--- config.mk ---
export PLATFORM = sky130hd
export DESIGN_NAME = multicycle_maindec_flat
export DESIGN_NICKNAME = d
export VERILOG_FILES = /design/src/rtl/multicycle_maindec_pkg.sv /design/src/rtl/multicycle_maindec_if.sv /design/src/rtl/multicycle_maindec_opclass_dec.sv /design/src/rtl/multicycle_maindec.sv /design/src/flat_wrapper.sv
export SDC_FILE = /design/constraint.sdc
export NUM_CORES = 1
export LEC_CHECK = 0
export CAP_MARGIN = 15
export CORE_ASPECT_RATIO = 2
export CORE_MARGIN = 5
export CORE_UTILIZATION = 52
export CTS_CLUSTER_SIZE = 24
export DETAILED_ROUTE_END_ITERATION = 8
export GPL_TIMING_DRIVEN = 0
export PLACE_DENSITY = 0.87
export SLEW_MARGIN = 20
export SYNTH_ARGS = -nofsm -noshare
export SYNTH_HDL_FRONTEND = slang
export SYNTH_HIERARCHICAL = 1
export SYNTH_SLANG_ARGS = --single-unit
--- constraint.sdc ---
create_clock -name clk -period 5.2 [get_ports clk]
set_input_delay 0.52 -clock clk [delete_from_list [all_inputs] [get_ports clk]]
set_output_delay 0.52 -clock clk [all_outputs]
set_load 0.005 [all_outputs]
--- src/rtl/multicycle_maindec_pkg.sv ---
// Shared control definitions for the multicycle LEGv8 main decoder: states,
// opcode constants, opcode classes and the ALU operand/operation encodings.
package ctrl_pkg;

    typedef enum logic [3:0] {
        S_FETCH,
        S_DECODE,
        S_MEMADR,
        S_MEMRD,
        S_MEMWB,
        S_MEMWR,
        S_EXEC_R,
        S_RWB,
        S_BRANCH,
        S_HALT
    } state_t;

    typedef enum logic [2:0] {
        OC_LDUR,
        OC_STUR,
        OC_CBZ,
        OC_RTYPE,
        OC_ILLEGAL
    } opclass_t;

    localparam logic [10:0] OP_LDUR    = 11'b11111000010;
    localparam logic [10:0] OP_STUR    = 11'b11111000000;
    localparam logic [7:0]  OP_CBZ_PFX = 8'b10110100;
    localparam logic [10:0] OP_ADD     = 11'b10001011000;
    localparam logic [10:0] OP_SUB     = 11'b11001011000;
    localparam logic [10:0] OP_AND     = 11'b10001010000;
    localparam logic [10:0] OP_ORR     = 11'b10101010000;

    // Must stay in step with the ALU control decoder's aluop interpretation.
    localparam logic [1:0] ALUOP_ADD   = 2'b00;
    localparam logic [1:0] ALUOP_PASSB = 2'b01;
    localparam logic [1:0] ALUOP_RTYPE = 2'b10;

    localparam logic [1:0] SRCB_REG  = 2'b00;
    localparam logic [1:0] SRCB_FOUR = 2'b01;
    localparam logic [1:0] SRCB_IMM  = 2'b10;

endpackage

--- src/rtl/multicycle_maindec_if.sv ---
// Control bundle between the main decoder (master) and the datapath (slave).
// The halt signal exists only when ILLEGAL_TRAP_EN is defined.
interface multicycle_maindec_if #(
    parameter int CNT_W = 32
);
    logic [10:0]      op;
    logic             zero;
    logic             mem_ready;
    logic [1:0]       aluop;
    logic             alusrc_a;
    logic [1:0]       alusrc_b;
    logic             reg2loc;
    logic             irwrite;
    logic             pcwrite;
    logic             pcsrc;
    logic             memread;
    logic             memwrite;
    logic             regwrite;
    logic             memtoreg;
    logic [CNT_W-1:0] instret;
`ifdef ILLEGAL_TRAP_EN
    logic             halt;

    modport master (
        input  op, zero, mem_ready,
        output aluop, alusrc_a, alusrc_b, reg2loc, irwrite, pcwrite, pcsrc,
               memread, memwrite, regwrite, memtoreg, instret, halt
    );
    modport slave (
        output op, zero, mem_ready,
        input  aluop, alusrc_a, alusrc_b, reg2loc, irwrite, pcwrite, pcsrc,
               memread, memwrite, regwrite, memtoreg, instret, halt
    );
`else
    modport master (
        input  op, zero, mem_ready,
        output aluop, alusrc_a, alusrc_b, reg2loc, irwrite, pcwrite, pcsrc,
               memread, memwrite, regwrite, memtoreg, instret
    );
    modport slave (
        output op, zero, mem_ready,
        input  aluop, alusrc_a, alusrc_b, reg2loc, irwrite, pcwrite, pcsrc,
               memread, memwrite, regwrite, memtoreg, instret
    );
`endif
endinterface

--- src/rtl/multicycle_maindec_opclass_dec.sv ---
// Opcode classifier: op[10:0] -> {LDUR, STUR, CBZ, RTYPE, ILLEGAL}.
// Purely combinational, no latency, no backpressure.
module opclass_dec
    import ctrl_pkg::*;
(
    input  logic [10:0] op,
    output opclass_t    opclass
);

    always_comb begin
        opclass = OC_ILLEGAL;
        if (op == OP_LDUR) begin
            opclass = OC_LDUR;
        end else if (op == OP_STUR) begin
            opclass = OC_STUR;
        end else if (op[10:3] == OP_CBZ_PFX) begin
            opclass = OC_CBZ;
        end else if (op == OP_ADD || op == OP_SUB || op == OP_AND || op == OP_ORR) begin
            opclass = OC_RTYPE;
        end
    end

endmodule

--- src/rtl/multicycle_maindec.sv ---
// Multicycle LEGv8 main control FSM; ILLEGAL_TRAP_EN adds a sticky HALT state.
// Latency (mem_ready=1): LDUR 5, STUR 4, RTYPE 4, CBZ 3 cycles.
// Backpressure: FETCH, MEMRD and MEMWR stall until mem_ready.
module multicycle_maindec
    import ctrl_pkg::*;
#(
    parameter int CNT_W = 32
)(
    input  logic                 clk,
    input  logic                 reset,
    multicycle_maindec_if.master bus
);

    state_t           state_q, state_d;
    opclass_t         opclass;
    logic [CNT_W-1:0] instret_q;
    logic             retire;

    logic [1:0] aluop, alusrc_b;
    logic       alusrc_a, reg2loc, irwrite, pcwrite, pcsrc;
    logic       memread, memwrite, regwrite, memtoreg, halt;

    opclass_dec u_opclass_dec (
        .op      (bus.op),
        .opclass (opclass)
    );

    always_ff @(posedge clk) begin
        if (reset) begin
            state_q   <= S_FETCH;
            instret_q <= '0;
        end else begin
            state_q <= state_d;
            if (retire) begin
                instret_q <= instret_q + {{(CNT_W-1){1'b0}}, 1'b1};
            end
        end
    end

    always_comb begin
        state_d  = state_q;
        retire   = 1'b0;
        aluop    = ALUOP_ADD;
        alusrc_a = 1'b0;
        alusrc_b = SRCB_REG;
        reg2loc  = 1'b0;
        irwrite  = 1'b0;
        pcwrite  = 1'b0;
        pcsrc    = 1'b0;
        memread  = 1'b0;
        memwrite = 1'b0;
        regwrite = 1'b0;
        memtoreg = 1'b0;
        halt     = 1'b0;

        case (state_q)
            S_FETCH: begin
                memread  = 1'b1;
                alusrc_b = SRCB_FOUR;
                if (bus.mem_ready) begin
                    irwrite = 1'b1;
                    pcwrite = 1'b1;
                    state_d = S_DECODE;
                end
            end
            S_DECODE: begin
                reg2loc = (opclass == OC_STUR) || (opclass == OC_CBZ);
                case (opclass)
                    OC_LDUR, OC_STUR: state_d = S_MEMADR;
                    OC_RTYPE:         state_d = S_EXEC_R;
                    OC_CBZ:           state_d = S_BRANCH;
`ifdef ILLEGAL_TRAP_EN
                    default:          state_d = S_HALT;
`else
                    default:          state_d = S_FETCH;
`endif
                endcase
            end
            S_MEMADR: begin
                alusrc_a = 1'b1;
                alusrc_b = SRCB_IMM;
                reg2loc  = (opclass == OC_STUR);
                state_d  = (opclass == OC_STUR) ? S_MEMWR : S_MEMRD;
            end
            S_MEMRD: begin
                memread = 1'b1;
                if (bus.mem_ready) state_d = S_MEMWB;
            end
            S_MEMWB: begin
                regwrite = 1'b1;
                memtoreg = 1'b1;
                retire   = 1'b1;
                state_d  = S_FETCH;
            end
            S_MEMWR: begin
                memwrite = 1'b1;
                reg2loc  = 1'b1;
                if (bus.mem_ready) begin
                    retire  = 1'b1;
                    state_d = S_FETCH;
                end
            end
            S_EXEC_R: begin
                alusrc_a = 1'b1;
                aluop    = ALUOP_RTYPE;
                state_d  = S_RWB;
            end
            S_RWB: begin
                regwrite = 1'b1;
                retire   = 1'b1;
                state_d  = S_FETCH;
            end
            S_BRANCH: begin
                alusrc_a = 1'b1;
                aluop    = ALUOP_PASSB;
                reg2loc  = 1'b1;
                pcsrc    = 1'b1;
                pcwrite  = bus.zero;
                retire   = 1'b1;
                state_d  = S_FETCH;
            end
`ifdef ILLEGAL_TRAP_EN
            S_HALT: begin
                halt    = 1'b1;
                state_d = S_HALT;
            end
`endif
            default: state_d = S_FETCH;
        endcase

        // Strobes are forced quiet for the whole reset cycle, whatever the state.
        if (reset) begin
            aluop    = 2'b00;
            alusrc_a = 1'b0;
            alusrc_b = 2'b00;
            reg2loc  = 1'b0;
            irwrite  = 1'b0;
            pcwrite  = 1'b0;
            pcsrc    = 1'b0;
            memread  = 1'b0;
            memwrite = 1'b0;
            regwrite = 1'b0;
            memtoreg = 1'b0;
            halt     = 1'b0;
        end
    end

    assign bus.aluop    = aluop;
    assign bus.alusrc_a = alusrc_a;
    assign bus.alusrc_b = alusrc_b;
    assign bus.reg2loc  = reg2loc;
    assign bus.irwrite  = irwrite;
    assign bus.pcwrite  = pcwrite;
    assign bus.pcsrc    = pcsrc;
    assign bus.memread  = memread;
    assign bus.memwrite = memwrite;
    assign bus.regwrite = regwrite;
    assign bus.memtoreg = memtoreg;
    assign bus.instret  = instret_q;
`ifdef ILLEGAL_TRAP_EN
    assign bus.halt     = halt;
`endif

endmodule
--- src/flat_wrapper.sv ---
// flat-port wrapper written by rule: the top's interface ports become plain ports
module multicycle_maindec_flat import ctrl_pkg::*;
#(
    parameter int CNT_W = 32
)
  (clk, reset, bus_op, bus_zero, bus_mem_ready, bus_aluop, bus_alusrc_a, bus_alusrc_b, bus_reg2loc, bus_irwrite, bus_pcwrite, bus_pcsrc, bus_memread, bus_memwrite, bus_regwrite, bus_memtoreg, bus_instret);
  multicycle_maindec_if #(.CNT_W(CNT_W)) bus_i ();
  input  logic clk;
  input  logic reset;
  input wire logic [$bits(bus_i.op)-1:0] bus_op;
  input wire logic [$bits(bus_i.zero)-1:0] bus_zero;
  input wire logic [$bits(bus_i.mem_ready)-1:0] bus_mem_ready;
  output wire logic [$bits(bus_i.aluop)-1:0] bus_aluop;
  output wire logic [$bits(bus_i.alusrc_a)-1:0] bus_alusrc_a;
  output wire logic [$bits(bus_i.alusrc_b)-1:0] bus_alusrc_b;
  output wire logic [$bits(bus_i.reg2loc)-1:0] bus_reg2loc;
  output wire logic [$bits(bus_i.irwrite)-1:0] bus_irwrite;
  output wire logic [$bits(bus_i.pcwrite)-1:0] bus_pcwrite;
  output wire logic [$bits(bus_i.pcsrc)-1:0] bus_pcsrc;
  output wire logic [$bits(bus_i.memread)-1:0] bus_memread;
  output wire logic [$bits(bus_i.memwrite)-1:0] bus_memwrite;
  output wire logic [$bits(bus_i.regwrite)-1:0] bus_regwrite;
  output wire logic [$bits(bus_i.memtoreg)-1:0] bus_memtoreg;
  output wire logic [$bits(bus_i.instret)-1:0] bus_instret;
  assign bus_i.op = bus_op;
  assign bus_i.zero = bus_zero;
  assign bus_i.mem_ready = bus_mem_ready;
  assign bus_aluop = bus_i.aluop;
  assign bus_alusrc_a = bus_i.alusrc_a;
  assign bus_alusrc_b = bus_i.alusrc_b;
  assign bus_reg2loc = bus_i.reg2loc;
  assign bus_irwrite = bus_i.irwrite;
  assign bus_pcwrite = bus_i.pcwrite;
  assign bus_pcsrc = bus_i.pcsrc;
  assign bus_memread = bus_i.memread;
  assign bus_memwrite = bus_i.memwrite;
  assign bus_regwrite = bus_i.regwrite;
  assign bus_memtoreg = bus_i.memtoreg;
  assign bus_instret = bus_i.instret;
  multicycle_maindec #(.CNT_W(CNT_W)) u_core (.clk(clk), .reset(reset), .bus(bus_i));
endmodule
==> flow_summary_export.csv <==
group,metric,value,unit
sta,fin_crit,3.89,ns
route,avgRoutedWirePerCell,16.4,um
global_routing,grt_pass1_wl,10700,um
cts,clock_tree.buffer_depth,2,
sta,finalClockSkew,0.00206,ns
cts,cts_resized,0,
sta,final_critical_path_share_of_the_clock_period,74.7,%
outcome,outcome,"finished, final reports clean",
synthesis,synth_seq_area_share,32.0,%
critical_path,start_kind,"primary input",
cells_and_area,filler_cell_count,358,
route,aggregate_routed_wire_length,6590,um
cts,post_cts.repair.setup_buffers,0,
cts,number_of_sinks_handled_by_clock_tree_synthesis,36,
global_routing,global_route.usage.total,22.8,%
global_routing,grt_start_max_net_pins,12,
cells_and_area,antenna-diode-count,0,
floorplan,initial_core_util,52.4,%
cts,cts_max_level,2,
floorplan,die_area,0.00583,mm2
run,cap_violations,0,
sta,grt_setup_unrepaired,"false",
cts,cts_buffers,5,
cts,cts_tree,"done",
critical_path,worstReg2RegEnd,"u_core/bus.instret[31]$_SDFFE_PP0P_",
route,vias_per_cell,6.32,
sta,max_slew_violations,0,
synthesis,synth_top_area_share,32.0,%
synthesis,cell_taking_the_most_area_after_synthesis,"dfxtp_1",
critical_path,ff2ff_setup_slack,2.97,ns
route,initialDrtViolationCount,61,
floorplan,ios,60,
place,dp_worst_setup_slack,1.30,ns
place,gp_routability_congestion,0.854,
synthesis,async_flop_share,0,%
critical_path,worst-setup-path-type,"primary input to output pin",
sta,slew_headroom,62.7,%
synthesis,yosys.cell_types.count,56,
synthesis,postSynth.topFlopCell,"dfxtp_1",
floorplan,die_height,103,um
synthesis,syn-instance-count,280,
route,remaining_drc_errors,0,
synthesis,mean_area_per_synthesized_cell,8.05,um2
synthesis,edff_count_synth,0,
critical_path,cp-end-kind,"output pin",
route,first_drt_pass_iteration_count,4,
power,power.ir.vdd_worst,175,uV
hold_path,worstHoldPathCells,2,
sta,setup_slack,1.31,ns
synthesis,synth_area_leaders,"dfxtp_1 32%, nand4_1 5.0%, a21oi_1 4.9%",
route,drt.antenna.violating_nets,0,
hold_path,type_of_the_most_critical_hold_path,"flip-flop to flip-flop",
synthesis,ys_seq_elements,36,
hold_path,hold_path_origin,"u_core/bus.instret[16]$_SDFFE_PP0P_",
power,power.density_cell_area,173,mW/mm2
cells_and_area,flow.area_growth_from_synthesis,33.3,%
cells_and_area,layout.core_utilization,69.9,%
global_routing,first_global_vias,2400,
power,cellLeakagePower,0.953,nW
critical_path,worst_ep_arrival_time,3.37,ns
place,dp_hpwl,5080,um
cells_and_area,final_layout_size_suffix_gt1_share,11.2,%
sta,setup_tns,0,ns
critical_path,worst_r2r_startpoint,"u_core/bus.instret[18]$_SDFFE_PP0P_",
critical_path,r2r.worst_path.cells,5,
place,port-buffer-count,59,
route,detailroute.via_count,2536,
critical_path,critical_path_required,4.68,ns
cts,worstSkewPairLatency,0.28,ns
sta,timing.final.hold_violations,0,
floorplan,core,0.00430,mm2
sta,fmax,257,MHz
cts,cts.hold.buffers_added,0,
global_routing,gr-total-overflow,0,
floorplan,fp.dieW,56.6,um
synthesis,mappedNetlistNets,296,
cts,clk_root_buffer_cell,"clkbuf_8",
hold_path,hold-path-endpoint,"u_core/bus.instret[16]$_SDFFE_PP0P_",
critical_path,worst-path-max-fanout,4,
cells_and_area,layout.nets,362,
synthesis,synth-warning-count,6,
global_routing,number_of_antenna_violations_at_the_first_check_in_global_routing,0,
floorplan,placementRows,34,
sta,worstMarginPinSlew,0.560,ns
sta,setup_violations,0,
synthesis,synth.cell_area,0.00225,mm2
cts,clkTransAtPathRegs,0.07,ns
registers in the layout, summed over array words and instances, names as in the netlist:
signal	flops
u_core/state_q	4
u_core/bus.instret	32
layout make-up:
type                            instances  area, um2  area share (%)
Clock buffer                            6       82.6            2.75
Sequential cell                        36        721            24.0
Multi-Input combinational cell        219       1430            47.4
Buffer                                 20       88.8            2.96
Tap cell                               54       67.6            2.25
Clock inverter                          2       10.0           0.333
Inverter                                5       18.8           0.625
Timing Repair Buffer                   59        591            19.7
critical path, cell delays in order:
cell	delay (ns)
clkdlybuf4s50_1	0.48
inv_1	0.08
or4b_2	0.67
a21oi_1	0.32
inv_1	0.12
o41ai_1	0.35
nand2_1	0.11
a31oi_1	0.19
clkdlybuf4s50_1	0.53
synthesized netlist by cell type (2+ instances only):
cell       n
dfxtp_1   36
nor2_1    23
a21oi_1   22
nand2_1   18
nand4_1   18
o31ai_1   13
clkbuf_1  12
or4_1     12
nor2b_1   11
nor4_1    10
nand3_1    9
o21ai_0    8
and2_1     7
mux2_2     7
or3_1      7
buf_2      5
inv_1      5
and4_1     4
nor3_1     4
nand2b_1   3
or2_2      3
and3_1     2
buf_1      2
mux2_1     2
nor3b_1    2
o21ba_2    2
o31a_2     2
or4_2      2
xor2_1     2
kinds of logic (layout without fill, tap and decap cells):
family                     after synthesis  after routing  share of synthesized area [%]
DFF                                     36             36                           32.0
and+or+nand+nor                        145            145                           38.4
buffers and inverters                   25             92                           4.77
xor gates and xnor gates                 3              3                           1.17
adders and majority gates                1              1                          0.555
muxes                                   10             10                           4.94
AOI/OAI and AO/OA                       60             60                           18.2
worst max-delay path by stage:
stage / slack (ns) / start / depth (start not counted) / to
global placement: 1.34 / bus_op[9] / 9 / bus_reg2loc
detailed placement: 1.30 / bus_op[9] / 9 / bus_reg2loc
floorplan: 2.54 / bus_op[9] / 7 / bus_reg2loc
global route: 1.17 / bus_op[9] / 9 / bus_reg2loc
CTS: 1.29 / bus_op[9] / 9 / bus_reg2loc
finish: 1.31 / bus_op[9] / 9 / bus_reg2loc
report_power, final:
part           leakage, nW  switching, W  internal, W
Sequential           0.290   0.000000618     0.000276
Clock               0.0510     0.0000999     0.000106
Combinational        0.612     0.0000182    0.0000199
layout by cell type, fill, tap and decap left out, drive strengths merged, types with 5 or more instances in the layout:
cell type and n:
clkbuf 18, and2 7, or3 8, buf 8, inv 5, nor4 10
nand2 18, mux2 9, nor2b 11, clkdlybuf4s50 59, nor2 23, a21oi 22
o21ai 8, nand3 9, or4 15, o31ai 13, and4 5, nand4 19
dfxtp 36
metal layers:
layer | wire length [um] | track usage [%] | part of all wire, % | up-vias
met3 | 364 | 3.88 | 5.5 | 22
met4 | 248 | 13.0 | 3.8 | 0
met1 | 2260 | 20.9 | 34 | 1220
met5 | 0 | 0 | 0 | -
met2 | 3730 | 45.6 | 57 | 96
li1 | - | - | - | 1198
per-stage QoR:
| step | power, W | std cells | hold slack [ns] | instance area [um2] |
|---|---|---|---|---|
| 4_1_cts | 0.000523 | 401 | 0.515 | 3000 |
| 3_3_place_gp | 0.000320 | 393 | 0.482 | 2910 |
| 3_5_place_dp | 0.000321 | 393 | 0.505 | 2910 |
| 6_report | 0.000520 | 401 | 0.517 | 3000 |
| 2_1_floorplan | 0.000299 | 280 | 0.481 | 2250 |
| 5_1_grt | 0.000536 | 401 | 0.551 | 3000 |
(Power assumes the default switching activity.)
